===== src/rtl/cic_comp_pkg.sv =====
// Shared constants, coefficient ROM and FSM encoding for the CIC droop-compensation FIR.
package cic_comp_pkg;

    localparam int CIC_COMP_TAPS = 15;

    // Symmetric inverse-sinc^2 shape for N=2, R=16; taps sum to 2^17 for unity DC gain.
    localparam logic signed [17:0] CIC_COMP_COEFS [CIC_COMP_TAPS] = '{
        -18'sd100,  -18'sd250,   18'sd300,   18'sd900,  -18'sd1200,
        -18'sd3000,  18'sd12000, 18'sd113772, 18'sd12000, -18'sd3000,
        -18'sd1200,  18'sd900,   18'sd300,  -18'sd250,  -18'sd100
    };

    typedef enum logic [1:0] {IDLE, MAC, DONE} cic_comp_state_e;

    function automatic logic [3:0] ptr_inc(input logic [3:0] p);
        return (p == 4'(CIC_COMP_TAPS - 1)) ? 4'd0 : p + 4'd1;
    endfunction

    // (a - b) mod 15 for a, b in 0..14; the 4-bit wrap of a+15-b lands in range.
    function automatic logic [3:0] ptr_sub(input logic [3:0] a, input logic [3:0] b);
        return (a >= b) ? a - b : 4'(a + 4'd15 - b);
    endfunction

endpackage


===== src/rtl/cic_comp_delay_line.sv =====
// Circular sample history: one write port with wrapping pointer, one read port indexed by
// tap age (0 = newest sample). Cleared together with the rest of the filter state.
module cic_comp_delay_line
    import cic_comp_pkg::*;
#(
    parameter int DATA_WIDTH = 14
) (
    input  logic                         clk,
    input  logic                         rst,
    input  logic                         wr_en,
    input  logic signed [DATA_WIDTH-1:0] wr_data,
    input  logic [3:0]                   rd_tap,
    output logic signed [DATA_WIDTH-1:0] rd_data
);

    logic [CIC_COMP_TAPS-1:0][DATA_WIDTH-1:0] mem;
    logic [3:0] wr_ptr;
    logic [3:0] newest;

    always_ff @(posedge clk or posedge rst) begin
        if (rst) begin
            mem    <= '0;
            wr_ptr <= '0;
        end else if (wr_en) begin
            mem[wr_ptr] <= wr_data;
            wr_ptr      <= ptr_inc(wr_ptr);
        end
    end

    // No writes happen during MAC, so the slot behind wr_ptr is the sample being filtered.
    assign newest  = ptr_sub(wr_ptr, 4'd1);
    assign rd_data = mem[ptr_sub(newest, rd_tap)];

endmodule


===== src/rtl/cic_comp_fir.sv =====
// Time-multiplexed 15-tap CIC compensation FIR: one MAC per clock, one result per strobe.
// Define CIC_COMP_SAT_EN to saturate the output; otherwise the output wraps.
module cic_comp_fir
    import cic_comp_pkg::*;
#(
    parameter int DATA_WIDTH   = 14,
    parameter int COEF_WIDTH   = 18,
    parameter int OUTPUT_WIDTH = 14,
    parameter int COEF_FRAC    = 17
) (
    input  logic                           clk,
    input  logic                           rst,
    input  logic                           in_valid,
    input  logic signed [DATA_WIDTH-1:0]   in_data,
    output logic                           out_valid,
    output logic signed [OUTPUT_WIDTH-1:0] out_data,
    output logic                           busy,
    output logic                           overrun
);

    localparam int PROD_W = DATA_WIDTH + COEF_WIDTH;
    localparam int ACC_W  = PROD_W + 4;
    localparam logic signed [ACC_W-1:0] ROUND = ACC_W'(1) << (COEF_FRAC - 1);

    cic_comp_state_e state, state_nxt;
    logic [3:0]                     tap;
    logic                           accept;
    logic signed [DATA_WIDTH-1:0]   x_rd;
    logic signed [COEF_WIDTH-1:0]   coef;
    logic signed [PROD_W-1:0]       prod;
    logic signed [ACC_W-1:0]        acc;
    logic signed [ACC_W-1:0]        rounded;
    logic signed [OUTPUT_WIDTH-1:0] result;

    cic_comp_delay_line #(.DATA_WIDTH(DATA_WIDTH)) u_dline (
        .clk    (clk),
        .rst    (rst),
        .wr_en  (accept),
        .wr_data(in_data),
        .rd_tap (tap),
        .rd_data(x_rd)
    );

    always_ff @(posedge clk or posedge rst) begin
        if (rst) state <= IDLE;
        else     state <= state_nxt;
    end

    always_comb begin
        state_nxt = state;
        accept    = 1'b0;
        busy      = (state != IDLE);
        case (state)
            IDLE: if (in_valid) begin
                accept    = 1'b1;
                state_nxt = MAC;
            end
            MAC:  if (tap == 4'(CIC_COMP_TAPS - 1)) state_nxt = DONE;
            DONE: begin
                accept    = in_valid;
                state_nxt = in_valid ? MAC : IDLE;
            end
            default: state_nxt = IDLE;
        endcase
    end

    assign coef    = COEF_WIDTH'(CIC_COMP_COEFS[tap]);
    assign prod    = PROD_W'(x_rd) * PROD_W'(coef);
    assign rounded = acc + ROUND;

`ifdef CIC_COMP_SAT_EN
    localparam logic signed [ACC_W-1:0] SAT_MAX = (ACC_W'(1) << (OUTPUT_WIDTH - 1)) - ACC_W'(1);
    localparam logic signed [ACC_W-1:0] SAT_MIN = ~SAT_MAX;
    logic signed [ACC_W-1:0] shifted;
    always_comb begin
        shifted = rounded >>> COEF_FRAC;
        if (shifted > SAT_MAX)      result = OUTPUT_WIDTH'(SAT_MAX);
        else if (shifted < SAT_MIN) result = OUTPUT_WIDTH'(SAT_MIN);
        else                        result = OUTPUT_WIDTH'(shifted);
    end
`else
    assign result = OUTPUT_WIDTH'(rounded >>> COEF_FRAC);
`endif

    always_ff @(posedge clk or posedge rst) begin
        if (rst) begin
            tap       <= '0;
            acc       <= '0;
            out_data  <= '0;
            out_valid <= 1'b0;
            overrun   <= 1'b0;
        end else begin
            out_valid <= 1'b0;
            if (accept) begin
                acc <= '0;
                tap <= '0;
            end else if (state == MAC) begin
                acc <= acc + ACC_W'(prod);
                tap <= (tap == 4'(CIC_COMP_TAPS - 1)) ? 4'd0 : tap + 4'd1;
            end
            // A strobe mid-computation is dropped; the running sum is left untouched.
            if (state == MAC && in_valid) overrun <= 1'b1;
            if (state == DONE) begin
                out_data  <= result;
                out_valid <= 1'b1;
            end
        end
    end

endmodule


===== config.mk =====
export PLATFORM = sky130hd
export DESIGN_NAME = cic_comp_fir
export DESIGN_NICKNAME = d
export VERILOG_FILES = /design/src/rtl/cic_comp_pkg.sv /design/src/rtl/cic_comp_delay_line.sv /design/src/rtl/cic_comp_fir.sv
export SDC_FILE = /design/constraint.sdc
export NUM_CORES = 1
export LEC_CHECK = 0
export ABC_AREA = 1
export CAP_MARGIN = 20
export CORE_ASPECT_RATIO = 1.4
export CORE_MARGIN = 5
export CORE_UTILIZATION = 70
export DETAILED_ROUTE_END_ITERATION = 6
export PLACE_DENSITY = 0.95
export SLEW_MARGIN = 0
export SYNTH_ARGS = -nofsm -noshare
export SYNTH_HDL_FRONTEND = slang
export SYNTH_HIERARCHICAL = 1
export SYNTH_SLANG_ARGS = --single-unit

===== constraint.sdc =====
create_clock -name clk -period 14.15 [get_ports clk]
set_clock_uncertainty 0.15 [all_clocks]
set_input_delay 2.83 -clock clk [delete_from_list [all_inputs] [get_ports clk]]
set_output_delay 2.83 -clock clk [all_outputs]
set_load 0.05 [all_outputs]

==> flow_metrics.py, run 1 <==
metrics = {
    "timing": {
        "setup_tns_ns": 0,
        "rsz0062_at_grt": "false",
        "post-route-period-util_pct": 76.5,
        "worst_hold_slack_ns": 0.332,
        "fin_crit_ns": 10.83,
        "finalSetupViolations": 0,
        "fmax_mhz": 92.3,
        "maxSlewViolCount": 0,
        "finalHoldViolCount": 0,
        "worst_pin_slew_ns": 1.07,
        "max_slew_margin_pct": 28.3,
    },
    "min_path": {
        "min_from": "overrun",
        "min_path_cells": 1,
        "hold_path.class": "flop to flop",
    },
    "setup_path": {
        "critPathArrivalTime_ns": 11.15,
        "cpMaxStageDelayCell": "fa_1",
        "crit_path_max_incr_delay_ns": 0.99,
        "rr_worst_depth": 40,
        "endpoint_kind": "flop",
        "crit_start": "u_dline/wr_ptr[0]",
        "critical_path_class": "flop to flop",
        "critical_path_required_ns": 14.47,
        "reg2reg_from": "u_dline/wr_ptr[0]",
        "worst_setup_path_start_kind": "flop",
        "critical_path.most_common_cell": "nand2_1",
        "worst-path-max-fanout": 42,
    },
    "clock_tree": {
        "post_cts_buffers": 0,
        "clock_sinks": 266,
        "numCtsBuffers": 27,
        "holdBufCountCts": 0,
        "cts_tree": "built",
        "clockBufferDepth": 3,
        "cts_max_level": 1,
        "clk_pin_slew_worst_paths_ns": 0.07,
        "clockRootBuffer": "clkbuf_16",
        "insertion_delay_ns": 0.58,
        "cts_resized": 0,
    },
    "floorplanning": {
        "io_pins": 34,
        "dieArea_um2": 38000,
        "rows": 80,
        "coreArea_um2": 33900,
        "die_w_um": 166,
        "initial_utilization_pct": 70.5,
        "fp.dieH_um": 229,
    },
    "route": {
        "wl_per_cell_um": 20.5,
        "routed_via_density": 6.16,
        "finalWirelength_um": 72200,
        "num_vias": 21700,
        "dr.pass1.iters": 7,
        "drt_iter0_drc": 2857,
        "ant_nets": 0,
        "drcViolationCount": 0,
    },
    "synthesis": {
        "ys_seq_area_share_pct": 27.8,
        "syn_area_per_cell_um2": 7.72,
        "yosysTopAreaCellShare_pct": 27.8,
        "ys_seq_elements": 266,
        "syn-num-nets": 3486,
        "synth_edf_count": 0,
        "async_flop_share_pct": 100,
        "synth_flop_cell": "dfrtp_1",
        "ys_types": 47,
        "netlist_area_um2": 23900,
        "yosys.cell_count.top_type": "nand2_1",
        "synth_cells": 3097,
        "synth_top_area_cell": "dfrtp_1",
        "synth_top_cells_by_area": "dfrtp_1 (28%), fa_1 (22%), nand2_1 (11%)",
        "synth_commonest_cells": "nand2_1 (731), inv_1 (662), nand3_1 (288), dfrtp_1 (266), fa_1 (263)",
        "yosys_warnings": 6,
    },
    "global_route": {
        "grt_pass1_vias": 23100,
        "overflow": 0,
        "grt_pass1_wl_um": 116000,
        "grt.total_usage_pct": 37.9,
        "grt_max_degree": 91,
        "antenna_found_initial": 0,
    },
    "outcome": {
        "status": "finished clean",
    },
    "final_layout": {
        "postLayoutCellArea_um2": 25200,
        "n_fill_cell": 2242,
        "final_nets": 3441,
        "diodes": 0,
        "area_delta_synth_final_pct": 5.53,
        "drive_gt1_share_pct": 3.71,
    },
    "placed_design": {
        "dp_hpwl_um": 51400,
        "numPortBuffers": 33,
        "gp_congestion": 1.04,
        "postPlaceCellArea_um2": 24300,
    },
    "flow_run": {
        "max_cap_viol_count": 0,
    },
}
flip-flops by register name (all words and copies together) (netlist names):
signal	count
acc	30
out_data	14
out_valid	1
overrun	1
state	2
tap	4
u_dline/mem	210
u_dline/wr_ptr	4
worst max-delay path: cells and delay by family (launching register included):
family | cells | cell delay [ns]
AOI/OAI and AO/OA | 3 | 0.66
xor gates and xnor gates | 1 | 0.14
adders and majority gates | 9 | 4.32
buffers and inverters | 7 | 1.05
DFF | 1 | 0.43
and+or+nand+nor | 20 | 3.95
layer usage:
metal	share of wire (%)	GRT usage (%)	up-vias
met1	32	41.6	10200
li1	-	-	9279
met2	48	63.3	1603
met3	9.7	7.70	601
met5	0	0	-
met4	10	31.4	0
logic make-up after synthesis:
| kind of cell | Yosys count | synth area share [%] |
|---|---|---|
| and+or+nand+nor | 1274 | 22.3 |
| adders and majority gates | 372 | 27.7 |
| AOI/OAI and AO/OA | 365 | 8.04 |
| DFF | 266 | 27.8 |
| xor gates and xnor gates | 18 | 0.659 |
| buffers and inverters | 802 | 13.4 |
placed cells by master (no fill, tap or decap), types with 4 or more instances in the layout:
cell type        instances
nand3_2                  4
buf_4                   20
o31ai_1                  6
o21ai_1                 19
xor2_1                  15
nand2_4                  4
nand2_2                  9
nor3_1                  10
fa_1                   263
o21ai_0                250
nand2_1                730
dfrtp_1                266
nand3_1                288
o22ai_1                  5
clkdlybuf4s50_1         33
clkbuf_1                 7
o21bai_1                 5
ha_1                   109
nand4_1                 10
inv_2                   10
clkbuf_16               27
inv_1                  660
a21oi_1                 62
nor2_2                   8
nor2_1                 198
clkbuf_8                 4
final cells by class:
| class | count | area, µm² | area share, % |
|---|---|---|---|
| repair buffers | 55 | 523 | 2.07 |
| multi-input cells | 2029 | 14100 | 55.7 |
| inverters | 673 | 2540 | 10.1 |
| clock buffers | 38 | 757 | 3.00 |
| flip-flops and latches | 266 | 6660 | 26.4 |
| well taps | 451 | 564 | 2.24 |
| clock inverters | 12 | 134 | 0.531 |
final timing paths:
kind / to / slack, ns
worst max-delay path: acc[27] / 3.32
worst min-delay path: overrun / 0.33
worst max register to register: acc[27] / 3.32
worst min register to register: overrun / 0.33
max in group asynchronous: u_dline/mem[17] / 9.13
min in group asynchronous: u_dline/mem[182] / 2.63
stage by stage:
step	worst slack [ns]	std cells	util, %
after global placement	3.95	3471	71.6
after CTS	3.48	3522	74.3
after detailed placement	3.52	3472	71.6
final	3.32	3524	74.4
after floorplan	5.32	3097	-
after global routing	2.84	3524	74.4
Power of run 1 is left out: the tool's default activity adds up to more than one toggle a clock period on the data nets, which glitch-free logic cannot reach.
==> run 2, diff against run 1 <==
--- a/config.mk
+++ b/config.mk
@@ -9,9 +9,9 @@
 export CAP_MARGIN = 20
 export CORE_ASPECT_RATIO = 1.4
 export CORE_MARGIN = 5
-export CORE_UTILIZATION = 70
+export CORE_UTILIZATION = 65
 export DETAILED_ROUTE_END_ITERATION = 6
-export PLACE_DENSITY = 0.95
+export PLACE_DENSITY = 0.91
 export SLEW_MARGIN = 0
 export SYNTH_ARGS = -nofsm -noshare
 export SYNTH_HDL_FRONTEND = slang
==> constraint.sdc (replaced) <==
create_clock -name clk -period 10.4 [get_ports clk]
set_clock_uncertainty 0.15 [all_clocks]
set_input_delay 2.08 -clock clk [delete_from_list [all_inputs] [get_ports clk]]
set_output_delay 2.08 -clock clk [all_outputs]
set_load 0.05 [all_outputs]
==> run 2 against run 1 <==
First-iteration DRC count shrank 21%. Highest routed layer unchanged. Wire length down 1.6%. Utilization shrank 4.5 points. Global-route usage decreased by 2.8 points. Register-to-register slack worse by 2.8 ns. Worst setup slack got worse by 2.8 ns. Worst hold slack got worse by 0.00088 ns. Design area rose by 1.2%. Non-clock buffer count increased by 7. Die area up 7.3%. Flip-flop and latch count is the same.
==> flow_metrics.py, run 2 (same netlist as run 1, synthesis figures left out) <==
metrics = {
    "clock_tree": {
        "cts_max_level": 1,
        "clk_pin_slew_worst_paths_ns": 0.07,
        "insertion_delay_ns": 0.58,
        "cts_tree": "built",
        "holdBufCountCts": 0,
        "numCtsBuffers": 28,
        "clockRootBuffer": "clkbuf_16",
        "clockBufferDepth": 3,
        "clock_sinks": 266,
    },
    "timing": {
        "max_slew_margin_pct": 26.4,
        "finalHoldViolCount": 0,
        "fmax_mhz": 101,
        "maxSlewViolCount": 0,
        "setup_tns_ns": 0,
        "worst_pin_slew_ns": 1.10,
        "post-route-period-util_pct": 95.2,
        "finalSetupViolations": 0,
        "fin_crit_ns": 9.90,
        "rsz0062_at_grt": "false",
    },
    "min_path": {
        "min_from": "overrun",
        "hold_path.class": "flop to flop",
    },
    "route": {
        "ant_nets": 0,
        "routed_via_density": 5.93,
        "finalWirelength_um": 71000,
        "dr.pass1.iters": 6,
        "drt_iter0_drc": 2260,
        "wl_per_cell_um": 20.0,
        "num_vias": 21100,
        "drcViolationCount": 0,
    },
    "setup_path": {
        "critical_path_required_ns": 10.71,
        "worst_setup_path_start_kind": "flop",
        "critical_path_class": "flop to flop",
        "reg2reg_from": "u_dline/wr_ptr[0]",
        "worst-path-max-fanout": 29,
        "cpMaxStageDelayCell": "fa_2",
        "crit_path_max_incr_delay_ns": 0.60,
        "critPathArrivalTime_ns": 10.22,
        "endpoint_kind": "flop",
        "critical_path.most_common_cell": "nand2_1",
        "crit_start": "u_dline/wr_ptr[0]",
    },
    "placed_design": {
        "dpl.cell_count": 3495,
        "postPlaceCellArea_um2": 24400,
        "dp_hpwl_um": 51900,
        "numPortBuffers": 33,
        "gp_congestion": 0.986,
    },
    "flow_run": {
        "max_cap_viol_count": 0,
    },
    "final_layout": {
        "reg_top3": "u_dline/mem: 210 flops, acc: 30 flops, out_data: 14 flops",
        "fin_util_pct": 69.9,
        "diodes": 0,
        "area_delta_synth_final_pct": 6.80,
        "final_cell_mix": "nand2_1 (730), inv_1 (660), nand3_1 (288)",
        "drive_gt1_share_pct": 4.09,
        "n_fill_cell": 2784,
        "postLayoutCellArea_um2": 25500,
        "final_nets": 3449,
        "mostFrequentLayoutCell": "nand2_1",
        "final_cells": 3549,
        "largest_register": "u_dline/mem",
        "largest_reg_flops": 210,
    },
    "floorplanning": {
        "fp.dieH_um": 237,
        "io_pins": 34,
        "rows": 83,
        "dieArea_um2": 40800,
        "die_w_um": 172,
        "initial_utilization_pct": 65.4,
        "coreArea_um2": 36600,
    },
    "global_route": {
        "grt_pass1_wl_um": 113000,
        "grt_max_degree": 152,
        "grt_pass1_vias": 21600,
        "overflow": 0,
        "antenna_found_initial": 0,
        "grt.total_usage_pct": 35.2,
    },
    "outcome": {
        "status": "finished clean",
    },
}
run 2: cell count changes in the layout (fill, tap and decap cells not counted):
| cell | change |
|---|---|
| nand2_2 | -2 |
| fa_2 | +1 |
| nand2_4 | +2 |
| clkinvlp_4 | -1 |
| clkinv_4 | -2 |
| clkbuf_16 | +1 |
| buf_4 | +1 |
| clkbuf_1 | -2 |
| fa_1 | -1 |
| clkinv_8 | +2 |
| buf_12 | +6 |
| bufinv_16 | +4 |
run 2: routing by layer:
| layer | track usage [%] | share of wire [%] |
|---|---|---|
| met5 | 0 | 0 |
| met2 | 59.1 | 49 |
| met4 | 22.8 | 8.6 |
| met3 | 5.90 | 8.4 |
| met1 | 41.3 | 34 |
run 2: path summary, 6_finish.rpt:
kind | endpoint | slack, ns | cells after the start
worst max-delay path | acc[23] | 0.50 | 42
worst min-delay path | overrun | 0.33 | 1
worst max register to register | acc[23] | 0.50 | 42
worst min register to register | overrun | 0.33 | 1
max in group asynchronous | u_dline/mem[107] | 6.52 | 3
min in group asynchronous | u_dline/mem[177] | 2.00 | 2
run 2: cell type report:
| type | instances | area [µm²] | area share [%] |
|---|---|---|---|
| Inverter | 673 | 2540 | 9.95 |
| Timing Repair Buffer | 62 | 651 | 2.55 |
| Multi-Input combinational cell | 2029 | 14100 | 55.1 |
| Clock buffer | 37 | 774 | 3.03 |
| Clock inverter | 15 | 262 | 1.02 |
| Sequential cell | 266 | 6660 | 26.1 |
| Tap cell | 467 | 584 | 2.29 |
run 2: through the flow:
stage	hold WS, ns	worst slack, ns
3_5_place_dp	0.315	0.556
2_1_floorplan	0.303	1.75
6_report	0.331	0.495
4_1_cts	0.333	0.605
3_3_place_gp	0.310	0.733
5_1_grt	0.356	0.0141
run 2: what timing repair did:
| action | in CTS | in global routing |
|---|---|---|
| resized for setup | 0 | 3 |
| setup buffers | 0 | 0 |
| setup endpoints to repair | 0 | 9 |
run 2: worst max-delay path: cells and delay by family (launching register included):
kind                       cells  cell delay [ns]
adders and majority gates      9             3.99
and+or+nand+nor               17             2.54
buffers and inverters          9             1.42
AOI/OAI and AO/OA              6             1.06
DFF                            1             0.45
xor gates and xnor gates       1             0.14
Power of run 2 is left out for the same reason.
